$ cat src/rtl/y86_pkg.sv
// y86_pkg: Y86-64 instruction codes, status encodings and fetch FSM states
package y86_pkg;
  localparam logic [3:0] I_HALT = 4'h0, I_NOP = 4'h1, I_RRMOVQ = 4'h2, I_IRMOVQ = 4'h3;
  localparam logic [3:0] I_RMMOVQ = 4'h4, I_MRMOVQ = 4'h5, I_OPQ = 4'h6, I_JXX = 4'h7;
  localparam logic [3:0] I_CALL = 4'h8, I_RET = 4'h9, I_PUSHQ = 4'hA, I_POPQ = 4'hB;
  localparam logic [2:0] STAT_AOK = 3'd1, STAT_HLT = 3'd2, STAT_ADR = 3'd3, STAT_INS = 3'd4;
  typedef enum logic [2:0] {ST_IDLE, ST_REQ, ST_WAIT, ST_HOLD, ST_HALTED} fstate_t;
endpackage

$ cat src/rtl/instr_split.sv
// instr_split: splits a fetched byte window into Y86-64 fields, length, status and predicted PC
// FETCH_JXX_TAKEN_EN: predict conditional jumps taken
module instr_split
  import y86_pkg::*;
#(
  parameter int IMEM_BYTES = 10
) (
  input  logic [8*IMEM_BYTES-1:0] rdata,
  input  logic                    err,
  input  logic [63:0]             pc,
  output logic [2:0]              stat,
  output logic [3:0]              icode,
  output logic [3:0]              ifun,
  output logic [3:0]              ra,
  output logic [3:0]              rb,
  output logic [63:0]             valc,
  output logic [63:0]             valp,
  output logic [63:0]             pred_pc
);
  logic need_regids, need_valc;
  always_comb begin
    icode = rdata[7:4];
    ifun = rdata[3:0];
    need_regids = icode inside {I_RRMOVQ, I_IRMOVQ, I_RMMOVQ, I_MRMOVQ, I_OPQ, I_PUSHQ, I_POPQ};
    need_valc = icode inside {I_IRMOVQ, I_RMMOVQ, I_MRMOVQ, I_JXX, I_CALL};
    ra = need_regids ? rdata[15:12] : 4'hF;
    rb = need_regids ? rdata[11:8] : 4'hF;
    valc = !need_valc ? 64'h0 : need_regids ? rdata[79:16] : rdata[71:8];
    valp = pc + 64'd1 + {63'd0, need_regids} + {60'd0, need_valc, 3'd0};
    stat = err ? STAT_ADR : icode > I_POPQ ? STAT_INS : icode == I_HALT ? STAT_HLT : STAT_AOK;
`ifdef FETCH_JXX_TAKEN_EN
    pred_pc = (icode == I_CALL || icode == I_JXX) ? valc : valp;
`else
    pred_pc = icode == I_CALL ? valc : valp;
`endif
  end
endmodule

$ cat src/rtl/fetch_stage.sv
// fetch_stage: Y86-64 fetch FSM and PC register with imem handshake and redirect handling
// FETCH_JXX_TAKEN_EN (used by instr_split) selects taken prediction for conditional jumps
module fetch_stage
  import y86_pkg::*;
#(
  parameter logic [63:0] RESET_PC   = 64'h0,
  parameter int          IMEM_BYTES = 10
) (
  input  logic                    clk,
  input  logic                    rst_n,
  input  logic                    stall_i,
  input  logic                    mispred_valid,
  input  logic [63:0]             mispred_pc,
  input  logic                    ret_valid,
  input  logic [63:0]             ret_pc,
  output logic                    imem_req,
  output logic [63:0]             imem_addr,
  input  logic                    imem_ready,
  input  logic                    imem_rvalid,
  input  logic                    imem_err,
  input  logic [8*IMEM_BYTES-1:0] imem_rdata,
  output logic                    f_valid,
  input  logic                    f_ready,
  output logic [2:0]              f_stat,
  output logic [3:0]              f_icode,
  output logic [3:0]              f_ifun,
  output logic [3:0]              f_rA,
  output logic [3:0]              f_rB,
  output logic [63:0]             f_valC,
  output logic [63:0]             f_valP,
  output logic [63:0]             f_predPC
);
  fstate_t state, state_n;
  logic [63:0] pc, pc_n, s_valc, s_valp, s_pred;
  logic [8*IMEM_BYTES-1:0] data_q;
  logic err_q, drop, drop_n, redir, take, latch;
  logic [2:0] s_stat;
  logic [3:0] s_icode, s_ifun, s_ra, s_rb;
  instr_split #(.IMEM_BYTES(IMEM_BYTES)) u_split (
    .rdata(data_q), .err(err_q), .pc(pc), .stat(s_stat), .icode(s_icode), .ifun(s_ifun),
    .ra(s_ra), .rb(s_rb), .valc(s_valc), .valp(s_valp), .pred_pc(s_pred)
  );
  always_comb begin
    redir = mispred_valid | ret_valid;
    take = state == ST_HOLD && f_ready && !stall_i;
    latch = state == ST_WAIT && imem_rvalid && !drop && !redir;
    pc_n = redir ? (mispred_valid ? mispred_pc : ret_pc) : take ? s_pred : pc;
    state_n = state;
    drop_n = drop;
    case (state)
      ST_IDLE: state_n = ST_REQ;
      // a redirect on the accepting edge leaves a stale response in flight
      ST_REQ: if (imem_ready) begin state_n = ST_WAIT; drop_n = redir; end
      ST_WAIT:
        if (imem_rvalid) begin state_n = latch ? ST_HOLD : ST_REQ; drop_n = 1'b0; end
        else if (redir) drop_n = 1'b1;
      ST_HOLD:
        if (redir) state_n = ST_REQ;
        else if (take) state_n = s_stat == STAT_AOK ? ST_REQ : ST_HALTED;
      ST_HALTED: if (redir) state_n = ST_REQ;
      default: state_n = ST_IDLE;
    endcase
  end
  always_comb begin
    imem_req = state == ST_REQ;
    imem_addr = pc;
    f_valid = state == ST_HOLD;
    f_stat = f_valid ? s_stat : STAT_AOK;
    f_icode = f_valid ? s_icode : 4'h0;
    f_ifun = f_valid ? s_ifun : 4'h0;
    f_rA = f_valid ? s_ra : 4'h0;
    f_rB = f_valid ? s_rb : 4'h0;
    f_valC = f_valid ? s_valc : 64'h0;
    f_valP = f_valid ? s_valp : 64'h0;
    f_predPC = f_valid ? s_pred : 64'h0;
  end
  always_ff @(posedge clk or negedge rst_n)
    if (!rst_n) begin
      state <= ST_IDLE;
      pc <= RESET_PC;
      drop <= 1'b0;
      data_q <= '0;
      err_q <= 1'b0;
    end else begin
      state <= state_n;
      pc <= pc_n;
      drop <= drop_n;
      if (latch) begin
        data_q <= imem_rdata;
        err_q <= imem_err;
      end
    end
endmodule

$ cat config.mk
export PLATFORM = sky130hd
export DESIGN_NAME = fetch_stage
export DESIGN_NICKNAME = d
export VERILOG_FILES = /design/src/rtl/y86_pkg.sv /design/src/rtl/instr_split.sv /design/src/rtl/fetch_stage.sv
export SDC_FILE = /design/constraint.sdc
export NUM_CORES = 1
export LEC_CHECK = 0
export BUFFER_PORTS_ARGS = -buffer_cell sky130_fd_sc_hd__buf_2
export CAP_MARGIN = 20
export CORE_AREA = 2 2 189 191
export DETAILED_ROUTE_END_ITERATION = 7
export DIE_AREA = 0 0 191 193
export HOLD_SLACK_MARGIN = 0.02
export RECOVER_POWER = 50
export SYNTH_ARGS = -nofsm -noshare
export SYNTH_HDL_FRONTEND = slang
export SYNTH_SLANG_ARGS = --single-unit
$ cat constraint.sdc
create_clock -name clk -period 3.79 [get_ports clk]
set_input_delay 0.5685 -clock clk [delete_from_list [all_inputs] [get_ports clk]]
set_output_delay 0.5685 -clock clk [all_outputs]
set_load 0.01 [all_outputs]
==> results of run 1 <==
## Yosys cell counts (all sizes together), types with 10 or more instances
master / number / share of area (%)
xor2: 23 / 1.8
o22ai: 10 / 0.55
nand2: 394 / 13
nand4: 15 / 0.96
xnor2: 29 / 2.2
nor4: 18 / 1.1
nand3: 42 / 1.9
buf: 25 / 0.92
dfrtp: 149 / 33
clkbuf: 101 / 3.4
a31oi: 21 / 1.2
nor2: 209 / 6.9
inv: 21 / 0.70
o31ai: 16 / 1.1
and3: 13 / 0.72
nor3: 49 / 2.2
o21ai: 67 / 3.0
a22oi: 14 / 0.93
o221ai: 16 / 1.2
a211oi: 30 / 2.1
a21oi: 97 / 4.3
o21a: 17 / 1.1
mux2i: 51 / 4.5
and2: 50 / 2.8
## critical path: stages, from the launching register on
cell                       delay [ns]
sky130_fd_sc_hd__dfrtp_1         0.42
sky130_fd_sc_hd__buf_4           0.21
sky130_fd_sc_hd__o22a_1          0.21
sky130_fd_sc_hd__inv_2           0.08
sky130_fd_sc_hd__ha_4            0.27
sky130_fd_sc_hd__nand4b_1        0.19
sky130_fd_sc_hd__buf_4           0.22
sky130_fd_sc_hd__a211oi_4        0.26
sky130_fd_sc_hd__nand4_1         0.14
sky130_fd_sc_hd__buf_6           0.18
sky130_fd_sc_hd__buf_6           0.12
sky130_fd_sc_hd__nor4_4          0.14
sky130_fd_sc_hd__buf_4           0.18
sky130_fd_sc_hd__mux2i_4         0.23
sky130_fd_sc_hd__nor3_2          0.08
sky130_fd_sc_hd__buf_2           0.18
## timing repair
item	4_1_cts	5_1_grt
setup endpoints to repair	85	99
gates resized for setup	114	100
pin swaps	33	54
gates cloned	1	0
buffers inserted	22	30
## metrics by stage
stage          instance area [um2]  total power, mW  hold slack [ns]
2_1_floorplan                11400             5.90            0.273
3_3_place_gp                 14700             8.69            0.451
3_5_place_dp                 14700             8.73            0.460
4_1_cts                      16100             10.9            0.168
5_1_grt                      16800             11.9            0.289
6_report                     16800             11.3            0.298
## per-layer routing
layer,vias to the layer above,track usage [%]
met5,-,0
met4,0,12.4
met2,990,54.1
met1,7250,46.7
met3,183,7.53
li1,6599,-
## worst paths after layout
kind | startpoint | end | slack (ns)
worst max register to register | state[2]$_DFFE_PN0P_ | imem_addr[38]$_DFFE_PN0P_ | 0.36
worst min-delay path | imem_rdata[77] | data_q[77]$_DFFE_PN0P_ | 0.30
max in group asynchronous | rst_n | imem_addr[34]$_DFFE_PN0P_ | 0.69
min in group asynchronous | rst_n | data_q[13]$_DFFE_PN0P_ | 0.67
worst min register to register | data_q[77]$_DFFE_PN0P_ | data_q[77]$_DFFE_PN0P_ | 0.48
worst max-delay path | data_q[7]$_DFFE_PN0P_ | f_predPC[57] | -0.35
## logic make-up after synthesis
group,after synthesis
xor+xnor,52
mux,58
simple gates,836
buf+inv,147
flops,149
compound gates,347
fa+ha+maj,4
## state kept, by name, indices dropped and copies added, names as in the netlist
signal / flops
state: 3
imem_addr: 64
err_q: 1
data_q: 80
drop: 1
## layout make-up
type                       instances  area (um2)  share of cell area (%)
tap                              461         577                    3.42
clock inverter                    14         190                    1.13
inverter                          21        81.3                   0.483
sequential                       149        3730                    22.1
clock buffer                      17         425                    2.53
timing repair buffer             639        3770                    22.4
multi-input combinational       1298        8060                    47.9
antenna                            5        12.5                  0.0743
## power breakdown
part / internal [mW] / switching [mW]
Sequential: 2.12 / 0.810
Clock: 1.06 / 0.823
Combinational: 2.32 / 4.15
==> flow_summary.html, run 1 <==
<table>
<tr><th>Metric</th><th>Value</th></tr>
<tr><th colspan="2">STA</th></tr>
<tr><td>Maximum clock frequency</td><td>242 MHz</td></tr>
<tr><td>Clock period minus worst slack</td><td>4.14 ns</td></tr>
<tr><td>Slew Viols, Final</td><td>127</td></tr>
<tr><td>Count of final hold-check violations</td><td>0</td></tr>
<tr><td>Period Utilization, post-route</td><td>109%</td></tr>
<tr><td>RSZ-0062 raised after global routing</td><td>true</td></tr>
<tr><td>Slew margin rel.</td><td>-38.1%</td></tr>
<tr><td>Worst-case setup margin in the final layout</td><td>-0.345 ns</td></tr>
<tr><td>Worst Clk Skew</td><td>0.0154 ns</td></tr>
<tr><td>Aggregate negative setup slack</td><td>-11.36 ns</td></tr>
<tr><td>Transition time of the tightest slew-check pin</td><td>2.07 ns</td></tr>
<tr><td>Number of setup violations in the final report</td><td>73</td></tr>
<tr><th colspan="2">Clock tree</th></tr>
<tr><td>Clock-pin slew of the registers on the worst-case setup and hold paths</td><td>0.07 ns</td></tr>
<tr><td>Maximum buffer depth of the clock tree</td><td>2</td></tr>
<tr><td>Clock tree from TritonCTS</td><td>done</td></tr>
<tr><td>Worst-Skew Late Latency</td><td>0.46 ns</td></tr>
<tr><td>Total number of H-tree levels</td><td>4</td></tr>
<tr><td>CTS root buffer</td><td>sky130_fd_sc_hd__clkbuf_16</td></tr>
<tr><td>Number of buffers inserted during clock tree synthesis</td><td>17</td></tr>
<tr><td>Sinks on the clock net</td><td>149</td></tr>
<tr><td># hold bufs at CTS</td><td>0</td></tr>
<tr><th colspan="2">Synthesis</th></tr>
<tr><td>Combinational family with the most area after synthesis</td><td>simple AND/OR/NAND/NOR gates</td></tr>
<tr><td>Fraction of the mapped netlist area in compound gates</td><td>19.9%</td></tr>
<tr><td>Post-Synth XOR/XNOR Area</td><td>4.02%</td></tr>
<tr><td>Area fraction in and, or, nand and nor cells after synthesis</td><td>32.6%</td></tr>
<tr><td>Gate count after technology mapping</td><td>1593</td></tr>
<tr><td>Share of flip-flops with an asynchronous set or reset after synthesis</td><td>100%</td></tr>
<tr><td>Ys flop type</td><td>sky130_fd_sc_hd__dfrtp_1</td></tr>
<tr><td>Net count of the mapped netlist</td><td>1814</td></tr>
<tr><td>Number of enable-type register cells in the synthesized netlist</td><td>0</td></tr>
<tr><td>Share of synthesized area occupied by flip-flops and latches</td><td>32.9%</td></tr>
<tr><td>Multiplexer fraction of the synthesized cell area</td><td>5.20%</td></tr>
<tr><td>Count of yosys warnings during synthesis</td><td>0</td></tr>
<tr><td>Total of flip-flops plus latches after synthesis</td><td>149</td></tr>
<tr><td>Fraction of the mapped netlist area in adder cells</td><td>0.442%</td></tr>
<tr><td>Cell area after synthesis</td><td>0.0113 mm2</td></tr>
<tr><td>Mapped Avg Cell Area</td><td>7.11 um2</td></tr>
<tr><td>Post-synth cell types</td><td>67</td></tr>
<tr><th colspan="2">Critical path</th></tr>
<tr><td>Arrival time of data at the critical path endpoint</td><td>3.57 ns</td></tr>
<tr><td>WP data required</td><td>3.22 ns</td></tr>
<tr><td>Path type of the worst setup path</td><td>reg -&gt; out</td></tr>
<tr><td>Maximum fanout encountered on the critical timing path</td><td>12</td></tr>
<tr><td>Worst-case reg-to-reg path depth</td><td>6</td></tr>
<tr><td>Capturing element type of the critical path</td><td>output pin</td></tr>
<tr><td>Startpoint type of the worst setup path</td><td>register</td></tr>
<tr><th colspan="2">GRT</th></tr>
<tr><td>Sum of overflow across all layers after global routing</td><td>0</td></tr>
<tr><td>Vias in the first global route</td><td>14200</td></tr>
<tr><td>Largest net degree at the start of global routing</td><td>81</td></tr>
<tr><td>Global-route wire length before repair</td><td>93.2 mm</td></tr>
<tr><td>Combined global-route utilization of all metal layers</td><td>34.5%</td></tr>
<tr><td>Antenna violations before repair</td><td>5</td></tr>
<tr><th colspan="2">Status</th></tr>
<tr><td>Violated checks</td><td>capacitance limit, slew limit, setup timing</td></tr>
<tr><td>Outcome</td><td>finished with violations</td></tr>
<tr><th colspan="2">Routing</th></tr>
<tr><td>Residual DRC</td><td>0</td></tr>
<tr><td>Routed length per instance</td><td>25.2 um</td></tr>
<tr><td>DR vias/cell</td><td>5.77</td></tr>
<tr><td>Met2 wire len</td><td>29.7 mm</td></tr>
<tr><td>Detailed-routing iteration count for the pre-antenna-repair pass</td><td>7</td></tr>
<tr><td>Met3 layer wire length in the routed design</td><td>6.51 mm</td></tr>
<tr><td>Detailed-route via count</td><td>15000</td></tr>
<tr><td>Count of antenna-violating nets left after detailed routing</td><td>0</td></tr>
<tr><td>Top layer in use</td><td>met4</td></tr>
<tr><td>Routed length on met1</td><td>27.0 mm</td></tr>
<tr><td>Wirelength, routed</td><td>65.7 mm</td></tr>
<tr><td>1st-iter DRT viols</td><td>1672</td></tr>
<tr><th colspan="2">Hold path</th></tr>
<tr><td>Hold path cells</td><td>3</td></tr>
<tr><td>Hold Crit Class</td><td>in -&gt; reg</td></tr>
<tr><th colspan="2">Placement</th></tr>
<tr><td>Pre-CTS setup slack</td><td>-0.0809 ns</td></tr>
<tr><td>HPWL after detailed placement</td><td>49.1 mm</td></tr>
<tr><td>Number of input and output port buffers inserted</td><td>493</td></tr>
<tr><td>Instance count after placement with tap cells included</td><td>2515</td></tr>
<tr><td>Last weighted congestion value of the routability-driven placer</td><td>0.938</td></tr>
<tr><th colspan="2">Layout</th></tr>
<tr><td>Most common cell after layout, fill and taps aside</td><td>sky130_fd_sc_hd__buf_2</td></tr>
<tr><td>Non-filler cells in the finished layout</td><td>2604</td></tr>
<tr><td>Fill count</td><td>3604</td></tr>
<tr><td>Share of layout cells above drive strength 1</td><td>37.7%</td></tr>
<tr><td>Final nets</td><td>2347</td></tr>
<tr><td>Most frequent cells in the layout</td><td>sky130_fd_sc_hd__buf_2 (468), sky130_fd_sc_hd__nand2_1 (389), sky130_fd_sc_hd__nor2_1 (194)</td></tr>
<tr><td>Relative area change from synthesis to final layout</td><td>48.7%</td></tr>
<tr><td>Core utilization of the finished layout</td><td>48.2%</td></tr>
<tr><th colspan="2">Floorplan</th></tr>
<tr><td>Row Count</td><td>69</td></tr>
<tr><td>Die outline area</td><td>0.0369 mm2</td></tr>
<tr><td>Ports placed on the boundary</td><td>494</td></tr>
<tr><td>Area of the core</td><td>0.0350 mm2</td></tr>
<tr><td>Die boundary width</td><td>191 um</td></tr>
<tr><td>Y dimension of the die</td><td>193 um</td></tr>
<tr><td>Effective utilization at floorplan</td><td>32.4%</td></tr>
<tr><th colspan="2">Power</th></tr>
<tr><td>LEAKAGE</td><td>8.48 nW</td></tr>
<tr><td>Total power divided by cell area</td><td>670 mW/mm2</td></tr>
<tr><td>Max VDD drop</td><td>538 uV</td></tr>
<tr><th colspan="2">Flow run</th></tr>
<tr><td>Max-cap violations</td><td>2</td></tr>
</table>
(Power assumes the default switching activity.)
==> run 2, diff against run 1 <==
--- a/config.mk
+++ b/config.mk
@@ -12,6 +12,7 @@
 export DIE_AREA = 0 0 191 193
 export HOLD_SLACK_MARGIN = 0.02
 export RECOVER_POWER = 50
+export SETUP_SLACK_MARGIN = 0.05
 export SYNTH_ARGS = -nofsm -noshare
 export SYNTH_HDL_FRONTEND = slang
 export SYNTH_SLANG_ARGS = --single-unit
==> flow_summary.html, run 2 (synthesized netlist as in run 1, its figures left out) <==
<table>
<tr><th>Metric</th><th>Value</th></tr>
<tr><th colspan="2">Critical path</th></tr>
<tr><td>Maximum fanout encountered on the critical timing path</td><td>6</td></tr>
<tr><td>Slowest CP cell</td><td>sky130_fd_sc_hd__dfrtp_1</td></tr>
<tr><td>WP data required</td><td>3.22 ns</td></tr>
<tr><td>Critical-path cell list</td><td>nor2_1 -&gt; mux2i_1 -&gt; o22a_1 -&gt; inv_2 -&gt; ha_4 -&gt; nand4b_1 -&gt; a211oi_2 -&gt; nand4_1 -&gt; buf_6 -&gt; nor4_4 -&gt; buf_4 -&gt; mux2i_4 -&gt; nor3_2 -&gt; buf_2</td></tr>
<tr><td>Path type of the worst setup path</td><td>reg -&gt; out</td></tr>
<tr><td>Internal reg-to-reg setup slack</td><td>0.59 ns</td></tr>
<tr><td>Startpoint type of the worst setup path</td><td>register</td></tr>
<tr><td>Capture point of the worst reg-to-reg path</td><td>imem_addr[13]$_DFFE_PN0P_</td></tr>
<tr><td>Arrival time of data at the critical path endpoint</td><td>3.42 ns</td></tr>
<tr><td>Critical path buffer and inverter count</td><td>4</td></tr>
<tr><td>Capturing element type of the critical path</td><td>output pin</td></tr>
<tr><td>Worst setup path startpoint</td><td>data_q[6]$_DFFE_PN0P_</td></tr>
<tr><td>Largest incremental delay on the critical path</td><td>0.43 ns</td></tr>
<tr><td>Family with the most delay on the worst path</td><td>simple AND/OR/NAND/NOR gates</td></tr>
<tr><td>Startpoint of the worst-slack reg-to-reg timing path</td><td>state[2]$_DFFE_PN0P_</td></tr>
<tr><td>Worst-case reg-to-reg path depth</td><td>8</td></tr>
<tr><th colspan="2">Floorplan</th></tr>
<tr><td>Die boundary width</td><td>191 um</td></tr>
<tr><td>Y dimension of the die</td><td>193 um</td></tr>
<tr><td>Row Count</td><td>69</td></tr>
<tr><td>Effective utilization at floorplan</td><td>32.4%</td></tr>
<tr><td>Ports placed on the boundary</td><td>494</td></tr>
<tr><td>Die outline area</td><td>0.0369 mm2</td></tr>
<tr><td>Area of the core</td><td>0.0350 mm2</td></tr>
<tr><th colspan="2">Routing</th></tr>
<tr><td>DR vias/cell</td><td>5.71</td></tr>
<tr><td>Wirelength, routed</td><td>65.5 mm</td></tr>
<tr><td>Detailed-route via count</td><td>14800</td></tr>
<tr><td>Detailed-routing iteration count for the pre-antenna-repair pass</td><td>8</td></tr>
<tr><td>1st-iter DRT viols</td><td>1509</td></tr>
<tr><td>Residual DRC</td><td>0</td></tr>
<tr><td>Routed length per instance</td><td>25.2 um</td></tr>
<tr><td>Count of antenna-violating nets left after detailed routing</td><td>0</td></tr>
<tr><th colspan="2">Clock tree</th></tr>
<tr><td>Maximum buffer depth of the clock tree</td><td>2</td></tr>
<tr><td>Worst-Skew Late Latency</td><td>0.45 ns</td></tr>
<tr><td>Number of buffers inserted during clock tree synthesis</td><td>17</td></tr>
<tr><td>CTS root buffer</td><td>sky130_fd_sc_hd__clkbuf_16</td></tr>
<tr><td>Total number of H-tree levels</td><td>4</td></tr>
<tr><td>Sinks on the clock net</td><td>149</td></tr>
<tr><td>Clock-pin slew of the registers on the worst-case setup and hold paths</td><td>0.08 ns</td></tr>
<tr><td>Clock tree from TritonCTS</td><td>done</td></tr>
<tr><td># hold bufs at CTS</td><td>0</td></tr>
<tr><th colspan="2">GRT</th></tr>
<tr><td>Antenna violations before repair</td><td>7</td></tr>
<tr><td>Global-route wire length before repair</td><td>91.4 mm</td></tr>
<tr><td>Combined global-route utilization of all metal layers</td><td>33.9%</td></tr>
<tr><td>Largest net degree at the start of global routing</td><td>84</td></tr>
<tr><td>Sum of overflow across all layers after global routing</td><td>0</td></tr>
<tr><td>Vias in the first global route</td><td>13900</td></tr>
<tr><th colspan="2">Layout</th></tr>
<tr><td>Non-filler cells in the finished layout</td><td>2595</td></tr>
<tr><td>Final nets</td><td>2336</td></tr>
<tr><td>Flip-flop count of the largest register, all copies and words added</td><td>80</td></tr>
<tr><td>Relative area change from synthesis to final layout</td><td>45.0%</td></tr>
<tr><td>Top reg by flops</td><td>data_q</td></tr>
<tr><td>Most common cell after layout, fill and taps aside</td><td>sky130_fd_sc_hd__buf_2</td></tr>
<tr><td>Most frequent cells in the layout</td><td>sky130_fd_sc_hd__buf_2 (448), sky130_fd_sc_hd__nand2_1 (390), sky130_fd_sc_hd__nor2_1 (193)</td></tr>
<tr><td>Layout Cell Area excl Fill</td><td>0.0164 mm2</td></tr>
<tr><td>Share of layout cells above drive strength 1</td><td>35.3%</td></tr>
<tr><th colspan="2">Power</th></tr>
<tr><td>Max VDD drop</td><td>488 uV</td></tr>
<tr><td>PnR Total Power</td><td>11.1 mW</td></tr>
<tr><td>LEAKAGE</td><td>8.15 nW</td></tr>
<tr><td>Total power divided by cell area</td><td>676 mW/mm2</td></tr>
<tr><th colspan="2">Status</th></tr>
<tr><td>Outcome</td><td>finished with violations</td></tr>
<tr><td>Violated checks</td><td>capacitance limit, slew limit, setup timing</td></tr>
<tr><th colspan="2">STA</th></tr>
<tr><td>Worst-case setup margin in the final layout</td><td>-0.202 ns</td></tr>
<tr><td>Worst hold slack across all endpoints</td><td>0.313 ns</td></tr>
<tr><td>Clock period minus worst slack</td><td>3.99 ns</td></tr>
<tr><td>Count of final hold-check violations</td><td>0</td></tr>
<tr><td>Period Utilization, post-route</td><td>105%</td></tr>
<tr><td>Maximum clock frequency</td><td>250 MHz</td></tr>
<tr><td>Aggregate negative setup slack</td><td>-4.39 ns</td></tr>
<tr><td>Slew Viols, Final</td><td>117</td></tr>
<tr><td>Transition time of the tightest slew-check pin</td><td>1.99 ns</td></tr>
<tr><td>RSZ-0062 raised after global routing</td><td>true</td></tr>
<tr><td>Slew margin rel.</td><td>-32.8%</td></tr>
<tr><td>Worst Clk Skew</td><td>0.0154 ns</td></tr>
<tr><td>Number of setup violations in the final report</td><td>47</td></tr>
<tr><th colspan="2">Hold path</th></tr>
<tr><td>Hold Crit Class</td><td>in -&gt; reg</td></tr>
<tr><td>Endpoint, Worst Hold</td><td>data_q[19]$_DFFE_PN0P_</td></tr>
<tr><td>Hold_sp</td><td>imem_rdata[19]</td></tr>
<tr><td>Hold path cells</td><td>3</td></tr>
<tr><th colspan="2">Placement</th></tr>
<tr><td>Instance count after placement with tap cells included</td><td>2518</td></tr>
<tr><td>Last weighted congestion value of the routability-driven placer</td><td>0.940</td></tr>
<tr><td>Post-DP Area</td><td>0.0147 mm2</td></tr>
<tr><td>Number of input and output port buffers inserted</td><td>493</td></tr>
<tr><td>HPWL after detailed placement</td><td>49.4 mm</td></tr>
<tr><th colspan="2">Flow run</th></tr>
<tr><td>Max-cap violations</td><td>3</td></tr>
</table>
==> run 2: cell count changes in the layout (fill, tap and decap cells not counted), moves of 4 or more <==
cell,before,now
sky130_fd_sc_hd__buf_12,8,4
sky130_fd_sc_hd__buf_2,468,448
sky130_fd_sc_hd__buf_6,29,18
sky130_fd_sc_hd__clkbuf_1,21,50
sky130_fd_sc_hd__nor4_4,13,9
sky130_fd_sc_hd__o21ai_0,54,58
sky130_fd_sc_hd__xnor2_1,10,15
sky130_fd_sc_hd__xnor2_2,16,12
==> run 2: worst max path at each step <==
stage                   end  slack, ns  cells past startpoint
2_1_floorplan  f_predPC[57]       0.02                     12
3_3_place_gp   f_predPC[39]       0.05                     13
3_5_place_dp   f_predPC[39]     -0.005                     13
5_1_grt        f_predPC[57]      -0.39                     14
6_report       f_predPC[57]      -0.20                     14
4_1_cts        f_predPC[57]      -0.16                     13
==> run 2: timing repair <==
item                       4_1_cts  5_1_grt
setup buffers                   17       23
setup endpoints to repair       78       94
pin swaps                       29       50
gates resized for setup         70      103
gates cloned                     0        1
==> run 2: metrics by stage <==
| step | setup WS (ns) | utilization (%) |
|---|---|---|
| floorplan | 0.0153 | - |
| global placement | 0.0511 | 42.1 |
| detailed placement | -0.00487 | 42.1 |
| CTS | -0.164 | 45.3 |
| global route | -0.395 | 47.0 |
| finish | -0.202 | 47.0 |
==> run 2: layer usage <==
metal | vias up | GRT usage (%) | routed length (um)
li1 | 6571 | - | -
met1 | 7173 | 45.7 | 27200
met4 | 0 | 13.2 | 2750
met3 | 162 | 6.91 | 6100
met2 | 916 | 53.3 | 29400
met5 | - | 0 | 0
==> run 2: power by group <==
| part | leakage [nW] | total [mW] | internal [mW] | switching [mW] |
|---|---|---|---|---|
| logic | 5.99 | 6.29 | 2.23 | 4.05 |
| registers | 1.87 | 2.95 | 2.12 | 0.827 |
| clock network | 0.293 | 1.86 | 1.07 | 0.797 |
| total | 8.15 | 11.1 | 5.42 | 5.68 |
==> run 2: area by class of cell <==
cell class	instances	area, um2
multi-input combinational	1298	7890
sequential	149	3730
fill	3654	18500
tap	461	577
clock buffer	19	443
antenna	7	17.5
inverter	21	81.3
clock inverter	12	169
timing repair buffer	628	3520
==> run 2: worst register-to-register path: stages (launching register included) <==
cell and delay [ns]:
sky130_fd_sc_hd__dfrtp_1 0.41, sky130_fd_sc_hd__nand2b_1 0.21, sky130_fd_sc_hd__or2_4 0.47, sky130_fd_sc_hd__inv_2 0.41, sky130_fd_sc_hd__nand2_1 0.15, sky130_fd_sc_hd__nand2_1 0.71, sky130_fd_sc_hd__buf_4 0.33, sky130_fd_sc_hd__o221ai_1 0.14
sky130_fd_sc_hd__o21ai_0 0.27
